`src/rtl/prim_generic_clock_div.sv`:
```
// Programmable divide-by-N clock generator with a 4-phase divisor-change handshake
// and a scan-mode bypass of the divided output.
module prim_generic_clock_div #(
  parameter int unsigned DivWidth    = 8,
  parameter int unsigned ResetDiv    = 2,
  parameter bit          HasScanMode = 1'b1
) (
  input  logic                clk_i,
  input  logic                rst_i,
  input  logic                scanmode_i,
  input  logic [DivWidth-1:0] div_i,
  input  logic                div_req_i,
  output logic                div_ack_o,
  output logic                clk_o,
  output logic                tick_o
);

  localparam logic [1:0] StIdle = 2'd0;
  localparam logic [1:0] StPend = 2'd1;
  localparam logic [1:0] StAck  = 2'd2;

  localparam logic [DivWidth-1:0] DivOne = DivWidth'(1);
  localparam logic [DivWidth-1:0] DivRst = DivWidth'(ResetDiv);
  localparam logic                ClkRst = (ResetDiv >= 2);

  logic [1:0]          state_q, state_d;
  logic [DivWidth-1:0] div_q, div_d;
  logic [DivWidth-1:0] pend_q, pend_d;
  logic [DivWidth-1:0] cnt_q, cnt_d;
  logic                clk_q, clk_d;
  logic                tick_q, tick_d;
  logic                ack_q, ack_d;

  logic pass;
  logic boundary;
  logic bypass;

  // Divisors 0 and 1 both mean pass-through; every cycle is then a boundary.
  assign pass     = (div_q <= DivOne);
  assign boundary = pass || (cnt_q == (div_q - DivOne));

  // Counter, handshake FSM and registered output decodes.
  always_comb begin
    state_d = state_q;
    div_d   = div_q;
    pend_d  = pend_q;
    cnt_d   = boundary ? '0 : (cnt_q + DivOne);

    case (state_q)
      StIdle: begin
        if (div_req_i) begin
          pend_d  = div_i;
          state_d = StPend;
        end
      end
      StPend: begin
        // Applying only at a boundary makes the new period start high at cnt 0.
        if (boundary) begin
          div_d   = pend_q;
          cnt_d   = '0;
          state_d = StAck;
        end
      end
      StAck: begin
        if (!div_req_i) begin
          state_d = StIdle;
        end
      end
      default: begin
        state_d = StIdle;
      end
    endcase

    clk_d  = (div_d > DivOne) && (cnt_d < (div_d >> 1));
    tick_d = (div_d <= DivOne) || (cnt_d == (div_d - DivOne));
    ack_d  = (state_d == StAck);
  end

  always_ff @(posedge clk_i) begin
    if (rst_i) begin
      state_q <= StIdle;
      div_q   <= DivRst;
      pend_q  <= DivRst;
      cnt_q   <= '0;
      clk_q   <= ClkRst;
      tick_q  <= 1'b0;
      ack_q   <= 1'b0;
    end else begin
      state_q <= state_d;
      div_q   <= div_d;
      pend_q  <= pend_d;
      cnt_q   <= cnt_d;
      clk_q   <= clk_d;
      tick_q  <= tick_d;
      ack_q   <= ack_d;
    end
  end

  // Output clock select; the only combinational path to an output.
  assign bypass    = (HasScanMode && scanmode_i) || pass;
  assign clk_o     = bypass ? clk_i : clk_q;
  assign tick_o    = tick_q;
  assign div_ack_o = ack_q;

endmodule
```
`config.mk`:
```
export PLATFORM = sky130hd
export DESIGN_NAME = prim_generic_clock_div
export DESIGN_NICKNAME = d
export VERILOG_FILES = /design/src/rtl/prim_generic_clock_div.sv
export SDC_FILE = /design/constraint.sdc
export NUM_CORES = 1
export LEC_CHECK = 0
export BUFFER_PORTS_ARGS = -buffer_cell sky130_fd_sc_hd__buf_2
export CAP_MARGIN = 20
export CELL_PAD_IN_SITES_DETAIL_PLACEMENT = 0
export CELL_PAD_IN_SITES_GLOBAL_PLACEMENT = 1
export CORE_MARGIN = 2
export CORE_UTILIZATION = 30
export CTS_CLUSTER_SIZE = 16
export DETAILED_ROUTE_END_ITERATION = 10
export GPL_TIMING_DRIVEN = 0
export PLACE_DENSITY = 0.65
export SETUP_SLACK_MARGIN = 0.15
export SLEW_MARGIN = 20
export SYNTH_ARGS = -nofsm -noshare
export SYNTH_HDL_FRONTEND = slang
export SYNTH_SLANG_ARGS = --single-unit
```
`constraint.sdc`:
```
create_clock -name clk_i -period 5.85 [get_ports clk_i]
set_input_delay 1.755 -clock clk_i [delete_from_list [all_inputs] [get_ports clk_i]]
set_output_delay 1.755 -clock clk_i [all_outputs]
set_load 0.01 [all_outputs]
```
==> impl_metrics.csv <==
group,metric,value,unit
finish,fill_cells,785,
setup_path,path_class,"clk -> out",
power,p_leak,1.011,nW
detailed_routing,ant_nets,0,
setup_path,critPathMaxFanout,2,
setup_path,crit_top_cell,"clkbuf_8",
sta,hold_violations,0,
synthesis,yosys_warnings,0,
setup_path,crit_buf_inv,3,
floorplan,io-pin-count,15,
global_routing,antenna_found_initial,0,
synthesis,synth_edf_count,0,
sta,slew_headroom,48.81,%
sta,rsz0062_at_grt,"false",
setup_path,path_delay_family,"buffers and inverters",
placement,placed_area,2367,um2
detailed_routing,dr.pass1.iters,4,
floorplan,fp.dieH,89.21,um
detailed_routing,viasPerCell,5.196,
power,p_per_area,408.6,nW/um2
floorplan,initial_core_util,30.52,%
finish,final_common_cell,"nor2_1",
setup_path,cp.required,4090,ps
finish,final_cell_mix,"35 x nor2_1, 29 x dfxtp_1, 15 x a21oi_1",
cts,postCtsSetupRepairBufs,0,
global_routing,grt_pass1_vias,1916,
outcome,status,"complete, no violations",
finish,finalInstanceArea,2491,um2
global_routing,track_usage,17.45,%
detailed_routing,drt_first_iter_violations,149,
global_routing,grt_max_degree,11,
detailed_routing,wl_per_cell,16.44,um
finish,fin_nets,305,
floorplan,rows,31,
synthesis,synth_cell_type_count,63,
synthesis,syn_area,2178,um2
setup_path,start_kind,"clock port",
cts,hold_buffers,0,
finish,drive_gt1_share,16.61,%
synthesis,synth_flop_cell,"dfxtp_1",
cts,cts_tree,"built",
sta,setup_viol,0,
flow_run,timing.max_cap.violations,0,
setup_path,crit_path_max_incr_delay,240,ps
synthesis,ys_seq_area_share,26.65,%
global_routing,grt.overflow.total,0,
placement,portBuffers,13,
synthesis,async_flop_share,0,%
worst_hold_path,hold_path.class,"reg -> reg",
cts,insertion_delay,390,ps
detailed_routing,vias,1985,
setup_path,cp_data_arrival_time,3530,ps
sta,setup_tns,0,ps
synthesis,netlist_instances,259,
setup_path,worst_setup_path_end_kind,"output port",
sta,fin_skew,5.405,ps
floorplan,dieWidth,89.21,um
sta,finalMaxSlewViolations,0,
finish,antennaDiodeCount,0,
floorplan,coreArea,7137,um2
sta,worst_pin_slew,760.9,ps
placement,gp_congestion,0.9071,
floorplan,dieArea,7958,um2
cts,clkTransAtPathRegs,60,ps
power,peakVddDrop,169.5,uV
sta,fin_hold_ws,489.8,ps
detailed_routing,wirelength,6.280,mm
finish,area_delta_synth_final,14.36,%
detailed_routing,drc_errors,0,
global_routing,grt_pass1_wl,10.12,mm
power,power,1.018,mW
synthesis,syn_area_per_cell,8.411,um2
cts,cts_resized,0,
placement,dp_hpwl,4.864,mm
synthesis,ys_ff_latch,29,
setup_path,cp_cell_sequence,"clkbuf_8 > clkbuf_8 > mux2_2 > buf_2",
setup_path,slowest_stage,"mux2_2",
synthesis,synth_nets,282,
## synthesized netlist by cell type, types with 3 or more instances
cell | n | area share [%]
a21oi_1 | 15 | 3.4
a22oi_1 | 3 | 1.0
and2_1 | 3 | 0.86
and3_1 | 7 | 2.0
clkbuf_1 | 6 | 1.0
dfxtp_1 | 29 | 27
ha_1 | 11 | 6.3
inv_1 | 13 | 2.2
mux2i_1 | 11 | 5.1
nand2_1 | 10 | 1.7
nand2b_1 | 6 | 1.7
nand3_1 | 11 | 2.5
nor2_1 | 35 | 6.0
nor2b_1 | 5 | 1.4
nor3_1 | 11 | 2.5
nor4_1 | 5 | 1.4
o211ai_1 | 4 | 1.4
o21ai_0 | 5 | 1.1
o31ai_1 | 3 | 1.0
or4_1 | 3 | 1.0
xnor2_1 | 9 | 3.6
xor2_1 | 5 | 2.0
## routing by layer
| layer | up-vias | share of wire [%] | track usage (%) |
|---|---|---|---|
| met4 | 0 | 3.1 | 9.498 |
| met2 | 35 | 47 | 27.07 |
| met5 | - | 0 | 0 |
| met3 | 17 | 3.7 | 3.232 |
| met1 | 949 | 47 | 22.86 |
| li1 | 984 | - | - |
## worst reg2reg max path: stages (launching register included)
cell,delay [ps]
dfxtp_1,510
inv_1,110
ha_1,230
xnor2_1,190
a221oi_4,370
o211ai_4,150
nor4_1,610
nor2_1,210
clkbuf_1,320
a21oi_1,380
ha_1,330
nand2b_1,160
o31ai_1,190
a22oi_1,140
nor4b_4,260
o2111ai_1,160
a221oi_1,300
## flip-flops by register name, indices dropped and copies added (netlist names)
signal     cells
tick_o         1
div_q          8
cnt_q          8
div_ack_o      1
state_q        2
clk_q          1
pend_q         8
## logic make-up (layout without fill, tap and decap cells)
| kind of cell | Yosys count | count (layout) | share of synthesized area (%) |
|---|---|---|---|
| AND/OR/NAND/NOR | 114 | 114 | 30.16 |
| AO/OA/AOI/OAI | 53 | 53 | 19.53 |
| flip-flops | 29 | 29 | 26.65 |
| buffers and inverters | 24 | 48 | 4.882 |
| XOR/XNOR | 15 | 15 | 6.376 |
| multiplexers | 13 | 13 | 6.089 |
| adder cells (fa/ha/maj) | 11 | 11 | 6.318 |
## path summary, 6_finish.rpt
path / from / to / slack [ps] / depth (start not counted)
worst min-delay path: state_q[1] / state_q[0] / 490 / 1
worst max register to register: div_q[1] / tick_o / 1140 / 16
worst min register to register: state_q[1] / state_q[0] / 490 / 1
worst max-delay path: clk_i / clk_o / 560 / 4
## per-stage QoR
step | worst slack [ps] | std cells | util (%)
floorplan | 897.7 | 259 | -
global placement | 804.1 | 371 | 33.17
detailed placement | 804.1 | 371 | 33.17
CTS | 547.3 | 382 | 34.91
global route | 544.9 | 382 | 34.91
finish | 561.3 | 382 | 34.91
## layout make-up
cell class | instances | area, um2 | share of cell area (%)
tap | 99 | 123.9 | 4.972
inverter | 13 | 48.80 | 1.959
sequential | 29 | 580.6 | 23.30
timing repair buffer | 12 | 60.06 | 2.411
multi-input combinational | 206 | 1491 | 59.87
buffer | 11 | 57.56 | 2.310
clock buffer | 10 | 118.9 | 4.771
clock inverter | 2 | 10.01 | 0.4018
## where the power goes
group	switching, mW	total, mW	internal (mW)
registers	0.0301	0.257	0.226
clock network	0.0955	0.229	0.134
logic	0.305	0.532	0.227
total	0.430	1.02	0.587
Power figures use the tool's default switching activity.
